==> src/rtl/stream_mux_pkg.sv <==
// Shared constants and helpers for the stream_mux_rr channel multiplexer.
package stream_mux_pkg;

  localparam int MODE_SEL = 0;
  localparam int MODE_RR  = 1;

  // A channel tag must be at least one bit wide, even when $clog2 would give 0.
  function automatic int clog2_min1(input int n);
    int r;
    r = 0;
    while ((1 << r) < n) r++;
    return (r < 1) ? 1 : r;
  endfunction

endpackage

==> src/rtl/stream_mux_rr_arbiter.sv <==
// Combinational round-robin arbiter: grants the first requester found at or after ptr.
module rr_arbiter
  import stream_mux_pkg::*;
#(
  parameter int N_CH  = 4,
  parameter int SEL_W = clog2_min1(N_CH)
) (
  input  logic [N_CH-1:0]  req,
  input  logic [SEL_W-1:0] ptr,
  output logic [N_CH-1:0]  gnt_onehot,
  output logic [SEL_W-1:0] gnt_idx,
  output logic             gnt_any
);

  logic [2*N_CH-1:0] req2;

  // The request vector is doubled so the wrap-around search becomes a linear scan from ptr.
  always_comb begin
    req2       = {req, req};
    gnt_any    = 1'b0;
    gnt_idx    = '0;
    gnt_onehot = '0;
    for (int j = 0; j < 2*N_CH; j++) begin
      if (!gnt_any && (j >= int'(ptr)) && req2[j]) begin
        gnt_any    = 1'b1;
        gnt_idx    = (j >= N_CH) ? SEL_W'(j - N_CH) : SEL_W'(j);
        gnt_onehot = N_CH'(1) << ((j >= N_CH) ? (j - N_CH) : j);
      end
    end
  end

endmodule

==> src/rtl/stream_mux_rr.sv <==
// N-channel valid/ready stream multiplexer with registered output, selecting either by
// the sel port or by a round-robin arbiter; each output word carries its source tag.
module stream_mux_rr
  import stream_mux_pkg::*;
#(
  parameter int N_CH  = 4,
  parameter int W     = 8,
  parameter int SEL_W = clog2_min1(N_CH),
  parameter int MODE  = MODE_SEL
) (
  input  logic              clk,
  input  logic              rst,
  input  logic [N_CH*W-1:0] in_data,
  input  logic [N_CH-1:0]   in_valid,
  output logic [N_CH-1:0]   in_ready,
  input  logic [SEL_W-1:0]  sel,
  output logic [W-1:0]      out_data,
  output logic [SEL_W-1:0]  out_ch,
  output logic              out_valid,
  input  logic              out_ready
);

  logic [W-1:0]     out_data_q, out_data_d;
  logic [SEL_W-1:0] out_ch_q, out_ch_d;
  logic             out_valid_q, out_valid_d;
  logic [SEL_W-1:0] rr_ptr_q, rr_ptr_d;

  logic [N_CH-1:0]  arb_onehot;
  logic [SEL_W-1:0] arb_idx;
  logic             arb_any;

  logic [N_CH-1:0]  sel_onehot;
  logic             sel_any;

  logic [N_CH-1:0]  gnt_onehot;
  logic [SEL_W-1:0] gnt_idx;
  logic             gnt_any;
  logic [W-1:0]     gnt_data;
  logic             load_ok;
  logic             transfer;

  rr_arbiter #(
    .N_CH  (N_CH),
    .SEL_W (SEL_W)
  ) u_arb (
    .req        (in_valid),
    .ptr        (rr_ptr_q),
    .gnt_onehot (arb_onehot),
    .gnt_idx    (arb_idx),
    .gnt_any    (arb_any)
  );

  // A select value beyond the last channel never matches, so it yields no grant.
  always_comb begin
    sel_onehot = '0;
    sel_any    = 1'b0;
    for (int k = 0; k < N_CH; k++) begin
      if ((SEL_W'(k) == sel) && in_valid[k]) begin
        sel_onehot[k] = 1'b1;
        sel_any       = 1'b1;
      end
    end
  end

  always_comb begin
    if (MODE == MODE_RR) begin
      gnt_onehot = arb_onehot;
      gnt_idx    = arb_idx;
      gnt_any    = arb_any;
    end else begin
      gnt_onehot = sel_onehot;
      gnt_idx    = sel;
      gnt_any    = sel_any;
    end

    gnt_data = '0;
    for (int k = 0; k < N_CH; k++) begin
      if (SEL_W'(k) == gnt_idx) gnt_data = in_data[k*W +: W];
    end

    load_ok  = !out_valid_q || out_ready;
    transfer = load_ok && gnt_any && !rst;
    in_ready = transfer ? gnt_onehot : '0;
  end

  always_comb begin
    out_data_d  = out_data_q;
    out_ch_d    = out_ch_q;
    out_valid_d = out_valid_q;
    rr_ptr_d    = rr_ptr_q;
    if (transfer) begin
      out_data_d  = gnt_data;
      out_ch_d    = gnt_idx;
      out_valid_d = 1'b1;
      if (MODE == MODE_RR) begin
        rr_ptr_d = (gnt_idx == SEL_W'(N_CH - 1)) ? '0 : gnt_idx + 1'b1;
      end
    end else if (out_ready) begin
      out_valid_d = 1'b0;
    end
  end

  always_ff @(posedge clk) begin
    if (rst) begin
      out_data_q  <= '0;
      out_ch_q    <= '0;
      out_valid_q <= 1'b0;
      rr_ptr_q    <= '0;
    end else begin
      out_data_q  <= out_data_d;
      out_ch_q    <= out_ch_d;
      out_valid_q <= out_valid_d;
      rr_ptr_q    <= rr_ptr_d;
    end
  end

  assign out_data  = out_data_q;
  assign out_ch    = out_ch_q;
  assign out_valid = out_valid_q;

endmodule

==> config.mk <==
export PLATFORM = sky130hd
export DESIGN_NAME = stream_mux_rr
export DESIGN_NICKNAME = d
export VERILOG_FILES = /design/src/rtl/stream_mux_pkg.sv /design/src/rtl/stream_mux_rr_arbiter.sv /design/src/rtl/stream_mux_rr.sv
export SDC_FILE = /design/constraint.sdc
export NUM_CORES = 1
export LEC_CHECK = 0
export BUFFER_PORTS_ARGS = -buffer_cell sky130_fd_sc_hd__buf_2
export CORE_MARGIN = 4
export CORE_UTILIZATION = 35
export DETAILED_ROUTE_END_ITERATION = 16
export HOLD_SLACK_MARGIN = 0.1
export PLACE_DENSITY = 0.74
export SYNTH_ARGS = -nofsm -noshare
export SYNTH_HDL_FRONTEND = slang
export SYNTH_SLANG_ARGS = --single-unit
==> constraint.sdc <==
create_clock -name clk -period 1.7 [get_ports clk]
set_clock_uncertainty 0.1 [all_clocks]
set_input_delay 0.17 -clock clk [delete_from_list [all_inputs] [get_ports clk]]
set_output_delay 0.17 -clock clk [all_outputs]
set_load 0.03 [all_outputs]
======== After elaboration in Yosys (flattened, before gate mapping) ========
Cells that the tools add are included.
W data, S select, Z words.
storage, ports and cells
  output and inout bits ................... 15
  input bits .............................. 41
  word-level logic and storage cells ...... 31
  register bits after elaboration ......... 11
operators by class
  eq/ne operators ......................... 3
  reduce and logical (&&, ||, !) cells .... 11
  muxes and demuxes ....................... 14
operators with widths
  cell                  number
  $mux W8               4
  $mux W1               9
  $logic_and A1 B1 Y1   6
  $eq A2 B2 Y1 const A  2
  $mux W4               1
  $eq A1 B2 Y1 const A  1
  $logic_not A1 Y1      2
  $logic_not A2 Y1      1
  $reduce_bool A2 Y1    1
  $logic_or A1 B1 Y1    1

======== Longest topological paths before layout ========
Gate-level depths: netlist (run 1).
  depth in word-level cells ............... 9
  mapped depth ............................ 5
  depth with buffers taken out ............ 3

======== Least setup slack after synthesis (run 1) ========
Ideal clock, no wire load.
  path kind ............................... register -> output
  start ................................... register out_valid_q (netlist: out_valid)
  end ..................................... output in_ready[0]
  path slack .............................. 0.074 ns
  data arrival time ....................... 1.356 ns
  path buffers ............................ 0
  data required time ...................... 1.430 ns
  cell stages (with the launch flop) ...... 4
  path through ............................ dfxtp_1 > nor2b_1 > or3_1 > nor2_1
between the ends
  longest elaborated chain between the ends .. 5
RTL lines
  item                              RTL line              RTL
  start: declaration                stream_mux_rr.sv:25   logic out_valid_q, out_valid_d;
  start signal: assignment          stream_mux_rr.sv:112  out_valid_q <= out_valid_d;
  $logic_not A1 Y1                  stream_mux_rr.sv:81   load_ok = !out_valid_q || out_ready;
  $logic_or A1 B1 Y1                stream_mux_rr.sv:81
  $logic_and A1 B1 Y1 (2 in a row)  stream_mux_rr.sv:82   transfer = load_ok && gnt_any && !rst;
  $mux W4                           stream_mux_rr.sv:83   in_ready = transfer ? gnt_onehot : '0;
  end: declaration                  stream_mux_rr.sv:15   output logic [N_CH-1:0] in_ready,
No other way between the ends.

======== Worst setup path after layout (run 1) ========
  start ................................... register out_valid_q (netlist: out_valid)
  end ..................................... output in_ready[1]
Same word-level chain as after synthesis.

==> results_tabular.tex, run 1 <==
\begin{tabular}{lr}
\hline
Metric & Value \\
\hline
\multicolumn{2}{l}{\textbf{STA}} \\
\quad Measured slew at the worst slew-check pin & 0.362 ns \\
\quad Number of failing setup endpoints in the final timing report & 0 \\
\quad Minimum clock period & 1.61 ns \\
\quad Hold Vio Cnt, Final & 0 \\
\quad Pins Over Slew Limit & 0 \\
\quad Final cycle utilization of the critical path & 0.948 \\
\quad Unrepaired setup endpoints after global routing & false \\
\quad Max Fclk & 621 MHz \\
\quad Slew margin rel. & 0.758 \\
\quad Final TNS setup & 0 ns \\
\multicolumn{2}{l}{\textbf{Worst setup path}} \\
\quad Reg2Reg Setup Slack & 0.38 ns \\
\quad Critical Path RT & 1.43 ns \\
\quad Critical path arrival & 1.34 ns \\
\quad Kind of end point of the critical path & primary output \\
\quad Crit path max fanout & 5 \\
\quad Kind of launch point of the worst setup path & flop \\
\quad Worst setup path category & reg2out \\
\quad Depth of the worst register-to-register path & 4 \\
\multicolumn{2}{l}{\textbf{GRT}} \\
\quad Global route total overflow & 0 \\
\quad Number of global-route vias before repair & 751 \\
\quad Wire length of the first global-routing pass & 3.27 mm \\
\quad Maximum number of pins on one net before global-route repair & 11 \\
\quad Number of antenna violations at the first check in global routing & 0 \\
\quad GRT Total Usage & 0.155 \\
\multicolumn{2}{l}{\textbf{Pwr}} \\
\quad Net switching power & 0.000252 W \\
\quad Design internal power & 0.000510 W \\
\quad Part of the power in the clock network & 0.236 \\
\quad Combinational group share of total power & 0.369 \\
\quad Switching power as a share of total power & 0.331 \\
\quad IR drop worst, VDD & 0.000287 V \\
\quad Lkg Pwr & 0.548 nW \\
\quad P per Cell Area & 680 mW/mm² \\
\quad Sequential Power Share & 0.395 \\
\quad Power, Total & 0.000762 W \\
\multicolumn{2}{l}{\textbf{Clock network}} \\
\quad Clock latency at the later pin of the worst-skew pair & 0.26 ns \\
\quad Clock tree from TritonCTS & built \\
\quad Sinks on the clock net & 11 \\
\quad Root cell of the clock tree & sky130\_fd\_sc\_hd\_\_clkbuf\_4 \\
\quad Clock tree buffer depth & 2 \\
\quad Clock Pin Slew Worst Setup and Hold Paths & 0.07 ns \\
\quad Depth of the CTS H-tree & 1 \\
\quad Clock buffers created by TritonCTS & 3 \\
\multicolumn{2}{l}{\textbf{Die}} \\
\quad Starting utilization of the core area & 0.376 \\
\quad Std cell rows & 16 \\
\quad Die Area & 0.00296 mm² \\
\quad Standard cell core area & 0.00200 mm² \\
\quad Boundary pin count & 56 \\
\quad Y dimension of the die & 54.4 µm \\
\quad Horizontal die dimension & 54.4 µm \\
\multicolumn{2}{l}{\textbf{Logic synthesis}} \\
\quad Flip-flop and latch count after synthesis & 11 \\
\quad Synthesized netlist net count & 103 \\
\quad Post-synthesis cell count & 62 \\
\quad Yosys synthesis warning count & 0 \\
\quad Distinct cell type count after synthesis & 21 \\
\quad Synthesized cell area & 753 µm² \\
\quad Register area share after synthesis & 0.292 \\
\quad Average size of a mapped cell & 12.1 µm² \\
\multicolumn{2}{l}{\textbf{Layout}} \\
\quad Commonest cells after routing, fill and taps aside & sky130\_fd\_sc\_hd\_\_buf\_2 (53), sky130\_fd\_sc\_hd\_\_dfxtp\_1 (11), sky130\_fd\_sc\_hd\_\_and4\_1 (9) \\
\quad Inserted Diodes & 0 \\
\quad Final cell area excluding filler cells & 0.00112 mm² \\
\quad Fraction of layout cells with a size suffix above 1 & 0.590 \\
\quad Area grow syn2layout & 48.7\% \\
\quad Final core occ & 0.559 \\
\quad Most common library cell in the layout ignoring fill and taps & sky130\_fd\_sc\_hd\_\_buf\_2 \\
\quad Final nets & 164 \\
\multicolumn{2}{l}{\textbf{Detailed routing}} \\
\quad Routed via count divided by cell count & 5.32 \\
\quad Wire length reported by the detailed router & 2.20 mm \\
\quad Post-detailed-route wirelength per cell & 14.7 µm \\
\quad Vias after detailed routing & 793 \\
\quad DRC violation count after routing & 0 \\
\quad Antenna-violating nets left & 0 \\
\quad Detailed-routing iteration count for the pre-antenna-repair pass & 4 \\
\quad 1st-iter DRT viols & 3 \\
\multicolumn{2}{l}{\textbf{Placed design}} \\
\quad Hpwl dp & 1.78 mm \\
\quad Post-detailed-placement cell area & 0.00107 mm² \\
\quad Input/output buffers & 55 \\
\quad Routability congestion estimate from global placement & 0.728 \\
\multicolumn{2}{l}{\textbf{Hold path}} \\
\quad Path type of the worst min-delay path & in2reg \\
\quad Number of instances on the worst hold path & 4 \\
\multicolumn{2}{l}{\textbf{Run status}} \\
\quad Result of the run & complete, no violations \\
\multicolumn{2}{l}{\textbf{Flow run}} \\
\quad Number of maximum-capacitance violations & 0 \\
\hline
\end{tabular}
## power by group through the flow
stage	Sequential, W	Clock (W)	Combinational [W]
6_report	0.000301	0.000180	0.000281
5_1_grt	0.000304	0.000199	0.000304
4_1_cts	0.000301	0.000184	0.000279
3_5_place_dp	0.000307	0	0.000275
3_3_place_gp	0.000306	0	0.000269
2_1_floorplan	0.000363	0	0.000117
## sequential cells by signal, indices dropped and copies added, names as in the netlist
register and flops:
out_ch 2, out_valid 1, out_data 8
## logic make-up after synthesis
kind of cell / share of synthesized area
simple gates: 0.221
flops: 0.292
mux: 0.312
compound gates: 0.125
buf+inv: 0.0498
## stage by stage
stage	hold WS (ns)	worst slack, ns	std cells
global route	0.167	0.00505	149
floorplan	0.142	0.0741	62
global placement	0.326	0.136	144
CTS	0.154	0.0132	149
finish	0.143	0.0888	149
detailed placement	0.339	0.106	144
## per-layer routing
metal / global-route usage / vias to the layer above / routed length, µm
met3: 0.0327 / 2 / 203
li1: - / 379 / -
met2: 0.259 / 42 / 1040
met5: 0 / - / 0
met1: 0.194 / 370 / 926
met4: 0.0622 / 0 / 21
## worst max-delay path, stage by stage, from the launching register on
cell	delay (ns)
sky130_fd_sc_hd__dfxtp_1	0.32
sky130_fd_sc_hd__nor2b_4	0.14
sky130_fd_sc_hd__or3_4	0.33
sky130_fd_sc_hd__nor2_1	0.12
sky130_fd_sc_hd__buf_4	0.17
## final cells by class
cell class,instances,area (µm²)
Clock buffer,4,26.3
Multi-Input combinational cell,45,508
Tap cell,27,33.8
Inverter,1,3.75
Sequential cell,11,220
Fill cell,191,882
Timing Repair Buffer,61,328
## cells in the mapped netlist
| cell | count | area share |
|---|---|---|
| sky130_fd_sc_hd__a211oi_1 | 1 | 0.010 |
| sky130_fd_sc_hd__a31o_1 | 8 | 0.093 |
| sky130_fd_sc_hd__and4_1 | 9 | 0.10 |
| sky130_fd_sc_hd__and4b_1 | 1 | 0.013 |
| sky130_fd_sc_hd__buf_1 | 1 | 0.0050 |
| sky130_fd_sc_hd__buf_6 | 2 | 0.030 |
| sky130_fd_sc_hd__clkbuf_1 | 2 | 0.010 |
| sky130_fd_sc_hd__dfxtp_1 | 11 | 0.29 |
| sky130_fd_sc_hd__inv_1 | 1 | 0.0050 |
| sky130_fd_sc_hd__mux2_1 | 1 | 0.015 |
| sky130_fd_sc_hd__mux2i_1 | 1 | 0.013 |
| sky130_fd_sc_hd__mux4_1 | 3 | 0.10 |
| sky130_fd_sc_hd__mux4_2 | 6 | 0.18 |
| sky130_fd_sc_hd__nand2_1 | 1 | 0.0050 |
| sky130_fd_sc_hd__nand2b_1 | 3 | 0.025 |
| sky130_fd_sc_hd__nand3_4 | 1 | 0.023 |
| sky130_fd_sc_hd__nor2_1 | 5 | 0.025 |
| sky130_fd_sc_hd__nor2b_1 | 2 | 0.017 |
| sky130_fd_sc_hd__o2bb2ai_1 | 1 | 0.012 |
| sky130_fd_sc_hd__o31ai_1 | 1 | 0.010 |
| sky130_fd_sc_hd__or3_1 | 1 | 0.0083 |
## repair_timing
action / CTS / global route
endpoints found under the setup margin: 1 / 4
setup buffers: 0 / 0
hold endpoints to repair: 1 / 0
resized for setup: 1 / 5
hold buffers: 1 / 0
## path summary, 6_finish.rpt
check                                 from                       end
hold reg to reg   out_data[1]$_SDFFE_PP0P_  out_data[1]$_SDFFE_PP0P_
setup / recovery    out_valid$_SDFFE_PP0P_               in_ready[1]
setup reg to reg    out_valid$_SDFFE_PP0P_  out_data[3]$_SDFFE_PP0P_
hold / removal                   out_ready    out_valid$_SDFFE_PP0P_
(Power assumes the default switching activity.)
==> run 2, diff against run 1 <==
--- a/config.mk
+++ b/config.mk
@@ -11,6 +11,7 @@
 export DETAILED_ROUTE_END_ITERATION = 16
 export HOLD_SLACK_MARGIN = 0.1
 export PLACE_DENSITY = 0.74
+export SLEW_MARGIN = 40
 export SYNTH_ARGS = -nofsm -noshare
 export SYNTH_HDL_FRONTEND = slang
 export SYNTH_SLANG_ARGS = --single-unit
==> constraint.sdc (replaced) <==
create_clock -name clk -period 2.1 [get_ports clk]
set_clock_uncertainty 0.1 [all_clocks]
set_input_delay 0.105 -clock clk [delete_from_list [all_inputs] [get_ports clk]]
set_output_delay 0.105 -clock clk [all_outputs]
set_load 0.03 [all_outputs]
==> run 2 against run 1 <==
- critical path depth rose by 1
- register-to-register slack improved by 0.20 ns
- clock power fell by 18%
- first-iteration DRC count rose by 67%
- setup slack improved by 0.31 ns
- final cell count fell by 2.0%
- wire length fell by 2.5%
- combinational power fell by 22%
- sequential share of layout area rose by 0.68 points
- global-route usage fell by 0.084 points
- highest routed layer unchanged
==> results_tabular.tex, run 2 (synthesis results as in run 1) <==
\begin{tabular}{lr}
\hline
Metric & Value \\
\hline
\multicolumn{2}{l}{\textbf{Placed design}} \\
\quad Hpwl dp & 1.77 mm \\
\quad Input/output buffers & 55 \\
\quad Post-detailed-placement cell area & 0.00104 mm² \\
\quad Instance count after placement with tap cells included & 140 \\
\quad Routability congestion estimate from global placement & 0.681 \\
\multicolumn{2}{l}{\textbf{Detailed routing}} \\
\quad 1st-iter DRT viols & 5 \\
\quad Detailed-routing iteration count for the pre-antenna-repair pass & 3 \\
\quad Wire length reported by the detailed router & 2.14 mm \\
\quad Post-detailed-route wirelength per cell & 14.7 µm \\
\quad Vias after detailed routing & 787 \\
\quad DRC violation count after routing & 0 \\
\quad Antenna-violating nets left & 0 \\
\quad Routed via count divided by cell count & 5.39 \\
\multicolumn{2}{l}{\textbf{Layout}} \\
\quad Number of fill cells in the layout & 202 \\
\quad Number of flip-flops in the largest register & 8 \\
\quad Final cell area excluding filler cells & 0.00108 mm² \\
\quad Final core occ & 0.541 \\
\quad Most common library cell in the layout ignoring fill and taps & sky130\_fd\_sc\_hd\_\_buf\_2 \\
\quad Fraction of layout cells with a size suffix above 1 & 0.555 \\
\quad Commonest cells after routing, fill and taps aside & sky130\_fd\_sc\_hd\_\_buf\_2 (55), sky130\_fd\_sc\_hd\_\_dfxtp\_1 (11), sky130\_fd\_sc\_hd\_\_and4\_1 (9) \\
\quad Filler-free cell count of the finished design & 146 \\
\quad Final nets & 161 \\
\quad Area grow syn2layout & 43.7\% \\
\quad Inserted Diodes & 0 \\
\multicolumn{2}{l}{\textbf{STA}} \\
\quad Slew margin rel. & 0.699 \\
\quad Pins Over Slew Limit & 0 \\
\quad Hold Vio Cnt, Final & 0 \\
\quad Minimum clock period & 1.70 ns \\
\quad Number of failing setup endpoints in the final timing report & 0 \\
\quad Final cycle utilization of the critical path & 0.810 \\
\quad Max Fclk & 588 MHz \\
\quad Unrepaired setup endpoints after global routing & false \\
\quad Measured slew at the worst slew-check pin & 0.451 ns \\
\quad Final TNS setup & 0 ns \\
\quad Final hold slack & 0.121 ns \\
\multicolumn{2}{l}{\textbf{Clock network}} \\
\quad Sinks on the clock net & 11 \\
\quad Cts hold-fix bufs & 2 \\
\quad Clock buffers created by TritonCTS & 3 \\
\quad Root cell of the clock tree & sky130\_fd\_sc\_hd\_\_clkbuf\_4 \\
\quad Setup fix buffers added after clock tree synthesis & 0 \\
\quad CTS-repair resized insts & 0 \\
\quad Clock tree from TritonCTS & built \\
\quad Clock latency at the later pin of the worst-skew pair & 0.27 ns \\
\quad Clock Pin Slew Worst Setup and Hold Paths & 0.07 ns \\
\quad Clock tree buffer depth & 2 \\
\quad Depth of the CTS H-tree & 1 \\
\multicolumn{2}{l}{\textbf{Worst setup path}} \\
\quad Reg2Reg Setup Slack & 0.58 ns \\
\quad Crit path max fanout & 8 \\
\quad Depth of the worst register-to-register path & 4 \\
\quad Critical path arrival & 1.50 ns \\
\quad Capture instance of the worst register-to-register path & out\_valid\$\_SDFFE\_PP0P\_ \\
\quad Worst setup path category & in2out \\
\quad Startpoint of the most critical register-to-register path & out\_valid\$\_SDFFE\_PP0P\_ \\
\quad Critical Path RT & 1.89 ns \\
\quad Kind of launch point of the worst setup path & input pin \\
\quad Kind of end point of the critical path & primary output \\
\multicolumn{2}{l}{\textbf{Pwr}} \\
\quad IR drop worst, VDD & 0.000191 V \\
\quad P per Cell Area & 564 mW/mm² \\
\quad Lkg Pwr & 0.531 nW \\
\multicolumn{2}{l}{\textbf{GRT}} \\
\quad Number of global-route vias before repair & 772 \\
\quad Wire length of the first global-routing pass & 3.29 mm \\
\quad Global route total overflow & 0 \\
\quad Maximum number of pins on one net before global-route repair & 18 \\
\quad Number of antenna violations at the first check in global routing & 0 \\
\quad GRT Total Usage & 0.155 \\
\multicolumn{2}{l}{\textbf{Die}} \\
\quad Y dimension of the die & 54.4 µm \\
\quad Die Area & 0.00296 mm² \\
\quad Standard cell core area & 0.00200 mm² \\
\quad Boundary pin count & 56 \\
\quad Horizontal die dimension & 54.4 µm \\
\quad Std cell rows & 16 \\
\quad Starting utilization of the core area & 0.376 \\
\multicolumn{2}{l}{\textbf{Hold path}} \\
\quad Worst Hold Endpoint & out\_ch[1]\$\_SDFFE\_PP0P\_ \\
\quad Path type of the worst min-delay path & in2reg \\
\quad Number of instances on the worst hold path & 2 \\
\quad Worst Hold Launch & sel[1] \\
\multicolumn{2}{l}{\textbf{Flow run}} \\
\quad Number of maximum-capacitance violations & 0 \\
\multicolumn{2}{l}{\textbf{Run status}} \\
\quad Result of the run & complete, no violations \\
\hline
\end{tabular}
-- run 2: layout make-up --
cell class | count | area, µm² | area share
well taps | 27 | 33.8 | 0.0312
repair buffers | 58 | 303 | 0.280
multi-input cells | 45 | 495 | 0.458
flip-flops and latches | 11 | 220 | 0.203
clock buffers | 4 | 26.3 | 0.0243
inverters | 1 | 3.75 | 0.00347
-- run 2: worst max-delay path, stage by stage --
cell                            delay, ns
sky130_fd_sc_hd__dlygate4sd3_1       0.53
sky130_fd_sc_hd__buf_2               0.16
sky130_fd_sc_hd__or3_1               0.37
sky130_fd_sc_hd__nor2_1              0.12
sky130_fd_sc_hd__buf_2               0.20
-- run 2: report_power, final --
group	switching (W)	total [W]	internal [W]
Sequential	0.0000120	0.000244	0.000232
Combinational	0.000117	0.000219	0.000101
Clock	0.0000742	0.000148	0.0000737
Total	0.000204	0.000610	0.000407
-- run 2: metal layers --
metal / vias up / global-route usage / wire length (µm)
li1: 374 / - / -
met1: 370 / 0.176 / 834
met2: 39 / 0.269 / 1040
met3: 4 / 0.0272 / 211
met4: 0 / 0.0871 / 51
met5: - / 0 / 0
-- run 2: worst max path at each step --
stage | start | to | slack [ns] | cells past startpoint
6_report | rst | in_ready[1] | 0.40 | 5
5_1_grt | rst | in_ready[0] | 0.32 | 5
2_1_floorplan | out_valid$_SDFFE_PP0P_ | in_ready[0] | 0.54 | 3
4_1_cts | rst | in_ready[1] | 0.39 | 5
3_3_place_gp | sel[0] | out_ch[0]$_SDFFE_PP0P_ | 0.47 | 4
3_5_place_dp | sel[0] | out_ch[0]$_SDFFE_PP0P_ | 0.43 | 4
-- run 2: stage by stage --
step | total power, W | setup slack (ns)
after CTS | 0.000616 | 0.394
after global placement | 0.000459 | 0.467
after floorplan | 0.000388 | 0.539
final | 0.000610 | 0.399
after detailed placement | 0.000465 | 0.434
after global routing | 0.000644 | 0.316
==> run 3, diff against run 2 <==
--- a/config.mk
+++ b/config.mk
@@ -10,7 +10,7 @@
 export CORE_UTILIZATION = 35
 export DETAILED_ROUTE_END_ITERATION = 16
 export HOLD_SLACK_MARGIN = 0.1
-export PLACE_DENSITY = 0.74
+export PLACE_DENSITY = 0.77
 export SLEW_MARGIN = 40
 export SYNTH_ARGS = -nofsm -noshare
 export SYNTH_HDL_FRONTEND = slang
==> constraint.sdc (replaced) <==
create_clock -name clk -period 1.45 [get_ports clk]
set_clock_uncertainty 0.1 [all_clocks]
set_input_delay 0.0725 -clock clk [delete_from_list [all_inputs] [get_ports clk]]
set_output_delay 0.0725 -clock clk [all_outputs]
set_load 0.03 [all_outputs]
==> run 3 against run 2 <==
- the run now ends with negative setup slack left
- combinational power increased by 63%
- first-iteration DRC count increased by 60%
- clock power rose by 45%
- critical path depth down 1
- sequential power up 44%
- critical endpoint unchanged
- largest cell class unchanged
==> results_tabular.tex, run 3 (synthesis results as in run 1) <==
\begin{tabular}{lr}
\hline
Metric & Value \\
\hline
\multicolumn{2}{l}{\textbf{Worst setup path}} \\
\quad Reg2Reg Setup Slack & 0.15 ns \\
\quad Critical path arrival & 1.34 ns \\
\quad Depth of the worst register-to-register path & 5 \\
\quad Crit-path leading delay family & simple AND/OR/NAND/NOR gates \\
\quad Count of buffer and inverter cells on the critical path & 1 \\
\quad Cell-by-cell listing of the critical path & nor2b\_4 > or3\_4 > nor2\_2 > buf\_6 \\
\quad Worst setup path category & reg2out \\
\quad Kind of launch point of the worst setup path & flop \\
\quad Largest incremental delay on the critical path & 0.35 ns \\
\quad Startpoint of the most critical register-to-register path & out\_valid\$\_SDFFE\_PP0P\_ \\
\quad Crit path max fanout & 3 \\
\quad Kind of end point of the critical path & primary output \\
\quad Capture instance of the worst register-to-register path & out\_data[0]\$\_SDFFE\_PP0P\_ \\
\quad Critical Path RT & 1.28 ns \\
\quad CP max stage cell & sky130\_fd\_sc\_hd\_\_or3\_4 \\
\multicolumn{2}{l}{\textbf{STA}} \\
\quad Measured slew at the worst slew-check pin & 0.254 ns \\
\quad Number of failing setup endpoints in the final timing report & 2 \\
\quad Final cycle utilization of the critical path & 1.04 \\
\quad Unrepaired setup endpoints after global routing & true \\
\quad Minimum clock period & 1.51 ns \\
\quad Hold Vio Cnt, Final & 0 \\
\quad Slew margin rel. & 0.829 \\
\quad Worst Setup Slack, final & -0.0593 ns \\
\quad Pins Over Slew Limit & 0 \\
\quad Max Fclk & 663 MHz \\
\multicolumn{2}{l}{\textbf{GRT}} \\
\quad Wire length of the first global-routing pass & 3.31 mm \\
\quad Maximum number of pins on one net before global-route repair & 13 \\
\quad GRT Total Usage & 0.158 \\
\quad Number of global-route vias before repair & 778 \\
\quad Number of antenna violations at the first check in global routing & 0 \\
\quad Global route total overflow & 0 \\
\multicolumn{2}{l}{\textbf{Detailed routing}} \\
\quad Antenna-violating nets left & 0 \\
\quad DRC violation count after routing & 0 \\
\quad 1st-iter DRT viols & 8 \\
\quad Detailed-routing iteration count for the pre-antenna-repair pass & 4 \\
\quad Routed via count divided by cell count & 5.23 \\
\quad Vias after detailed routing & 810 \\
\quad Wire length reported by the detailed router & 2.32 mm \\
\quad Post-detailed-route wirelength per cell & 15.0 µm \\
\multicolumn{2}{l}{\textbf{Clock network}} \\
\quad Clock Pin Slew Worst Setup and Hold Paths & 0.07 ns \\
\quad Clock tree buffer depth & 2 \\
\quad Depth of the CTS H-tree & 1 \\
\quad Clock tree from TritonCTS & built \\
\quad Clock latency at the later pin of the worst-skew pair & 0.26 ns \\
\quad Root cell of the clock tree & sky130\_fd\_sc\_hd\_\_clkbuf\_4 \\
\quad Clock buffers created by TritonCTS & 3 \\
\quad Sinks on the clock net & 11 \\
\multicolumn{2}{l}{\textbf{Layout}} \\
\quad Filler-free cell count of the finished design & 155 \\
\quad Number of fill cells in the layout & 194 \\
\quad Number of flip-flops in the largest register & 8 \\
\quad Fraction of layout cells with a size suffix above 1 & 0.625 \\
\quad Final nets & 170 \\
\quad Area taken by flip-flops and latches & 221 µm² \\
\quad Most common library cell in the layout ignoring fill and taps & sky130\_fd\_sc\_hd\_\_buf\_2 \\
\quad Footprint of the multi-input gates & 520 µm² \\
\quad Commonest cells after routing, fill and taps aside & sky130\_fd\_sc\_hd\_\_buf\_2 (51), sky130\_fd\_sc\_hd\_\_dfxtp\_1 (10), sky130\_fd\_sc\_hd\_\_and4\_1 (9), sky130\_fd\_sc\_hd\_\_buf\_4 (9), sky130\_fd\_sc\_hd\_\_a31o\_1 (8) \\
\quad Inserted Diodes & 0 \\
\quad Final cell area excluding filler cells & 0.00121 mm² \\
\quad Area grow syn2layout & 60.5\% \\
\quad Final core occ & 0.604 \\
\multicolumn{2}{l}{\textbf{Flow run}} \\
\quad Number of maximum-capacitance violations & 0 \\
\multicolumn{2}{l}{\textbf{Placed design}} \\
\quad Hpwl dp & 1.81 mm \\
\quad Routability congestion estimate from global placement & 0.693 \\
\quad Post-detailed-placement cell area & 0.00109 mm² \\
\quad Instance count after placement with tap cells included & 145 \\
\quad Input/output buffers & 55 \\
\quad Dpl ws & -0.0405 ns \\
\multicolumn{2}{l}{\textbf{Die}} \\
\quad Standard cell core area & 0.00200 mm² \\
\quad Die Area & 0.00296 mm² \\
\quad Starting utilization of the core area & 0.376 \\
\quad Y dimension of the die & 54.4 µm \\
\quad Boundary pin count & 56 \\
\quad Std cell rows & 16 \\
\quad Horizontal die dimension & 54.4 µm \\
\multicolumn{2}{l}{\textbf{Pwr}} \\
\quad P per Cell Area & 764 mW/mm² \\
\quad IR drop worst, VDD & 0.000358 V \\
\quad Power, Total & 0.000924 W \\
\quad Lkg Pwr & 0.583 nW \\
\multicolumn{2}{l}{\textbf{Run status}} \\
\quad Result of the run & finished, violations left \\
\quad Failing checks & negative setup slack \\
\multicolumn{2}{l}{\textbf{Hold path}} \\
\quad Number of instances on the worst hold path & 4 \\
\quad Path type of the worst min-delay path & in2reg \\
\quad Worst Hold Endpoint & out\_ch[1]\$\_SDFFE\_PP0P\_ \\
\quad Worst Hold Launch & in\_valid[1] \\
\hline
\end{tabular}
run 3: changes by cell type in the layout (fill, tap and decap cells not counted), moves of 2 or more:
cell	previous run	this run
sky130_fd_sc_hd__buf_4	1	9
sky130_fd_sc_hd__buf_2	55	51
sky130_fd_sc_hd__buf_6	0	2
sky130_fd_sc_hd__nor2_1	5	3
run 3: timing repair:
item,4_1_cts,5_1_grt
endpoints found under the hold margin,2,0
setup buffers,1,2
pin swaps,2,2
resized for setup,5,10
hold buffers,3,0
setup endpoints to repair,4,4
run 3: metal layers:
| layer | part of all wire | GRT usage | wire (µm) | up-vias |
|---|---|---|---|---|
| met5 | 0 | 0 | 0 | - |
| met4 | 0.0082 | 0.0622 | 19 | 0 |
| met3 | 0.10 | 0.0436 | 240 | 2 |
| met2 | 0.50 | 0.283 | 1160 | 39 |
| met1 | 0.39 | 0.176 | 908 | 378 |
| li1 | - | - | - | 391 |
run 3: power by group:
group | internal, W | switching (W)
clock network | 0.000106 | 0.000108
registers | 0.000336 | 0.0000155
logic | 0.000174 | 0.000184
total | 0.000617 | 0.000307
run 3: how the worst max path moves through the flow:
stage,start,endpoint,slack [ns],cells after the start
after CTS,out_valid$_SDFFE_PP0P_,in_ready[0],-0.08,4
after detailed placement,sel[0],out_data[1]$_SDFFE_PP0P_,-0.04,5
after floorplan,out_valid$_SDFFE_PP0P_,in_ready[0],-0.08,3
after global placement,sel[0],out_ch[0]$_SDFFE_PP0P_,-0.03,4
after global routing,out_valid$_SDFFE_PP0P_,in_ready[1],-0.12,4
final,out_valid$_SDFFE_PP0P_,in_ready[1],-0.06,4
run 3: area by class of cell:
| type | instances | area share |
|---|---|---|
| Tap cell | 27 | 0.0280 |
| Inverter | 1 | 0.00311 |
| Sequential cell | 11 | 0.183 |
| Timing Repair Buffer | 67 | 0.333 |
| Clock buffer | 4 | 0.0217 |
| Multi-Input combinational cell | 45 | 0.431 |
run 3: worst reg2reg max path, stage by stage, from the launching register on:
cell                       delay, ns
sky130_fd_sc_hd__dfxtp_2        0.32
sky130_fd_sc_hd__buf_4          0.13
sky130_fd_sc_hd__nand2b_2       0.17
sky130_fd_sc_hd__nand3_4        0.09
sky130_fd_sc_hd__buf_4          0.17
sky130_fd_sc_hd__a31o_1         0.22
run 3: stage by stage:
step | hold slack [ns] | setup TNS (ns)
floorplan | 0.0449 | -0.157
global placement | 0.228 | -0.0493
CTS | 0.119 | -0.158
detailed placement | 0.231 | -0.168
global route | 0.177 | -0.212
finish | 0.152 | -0.0906
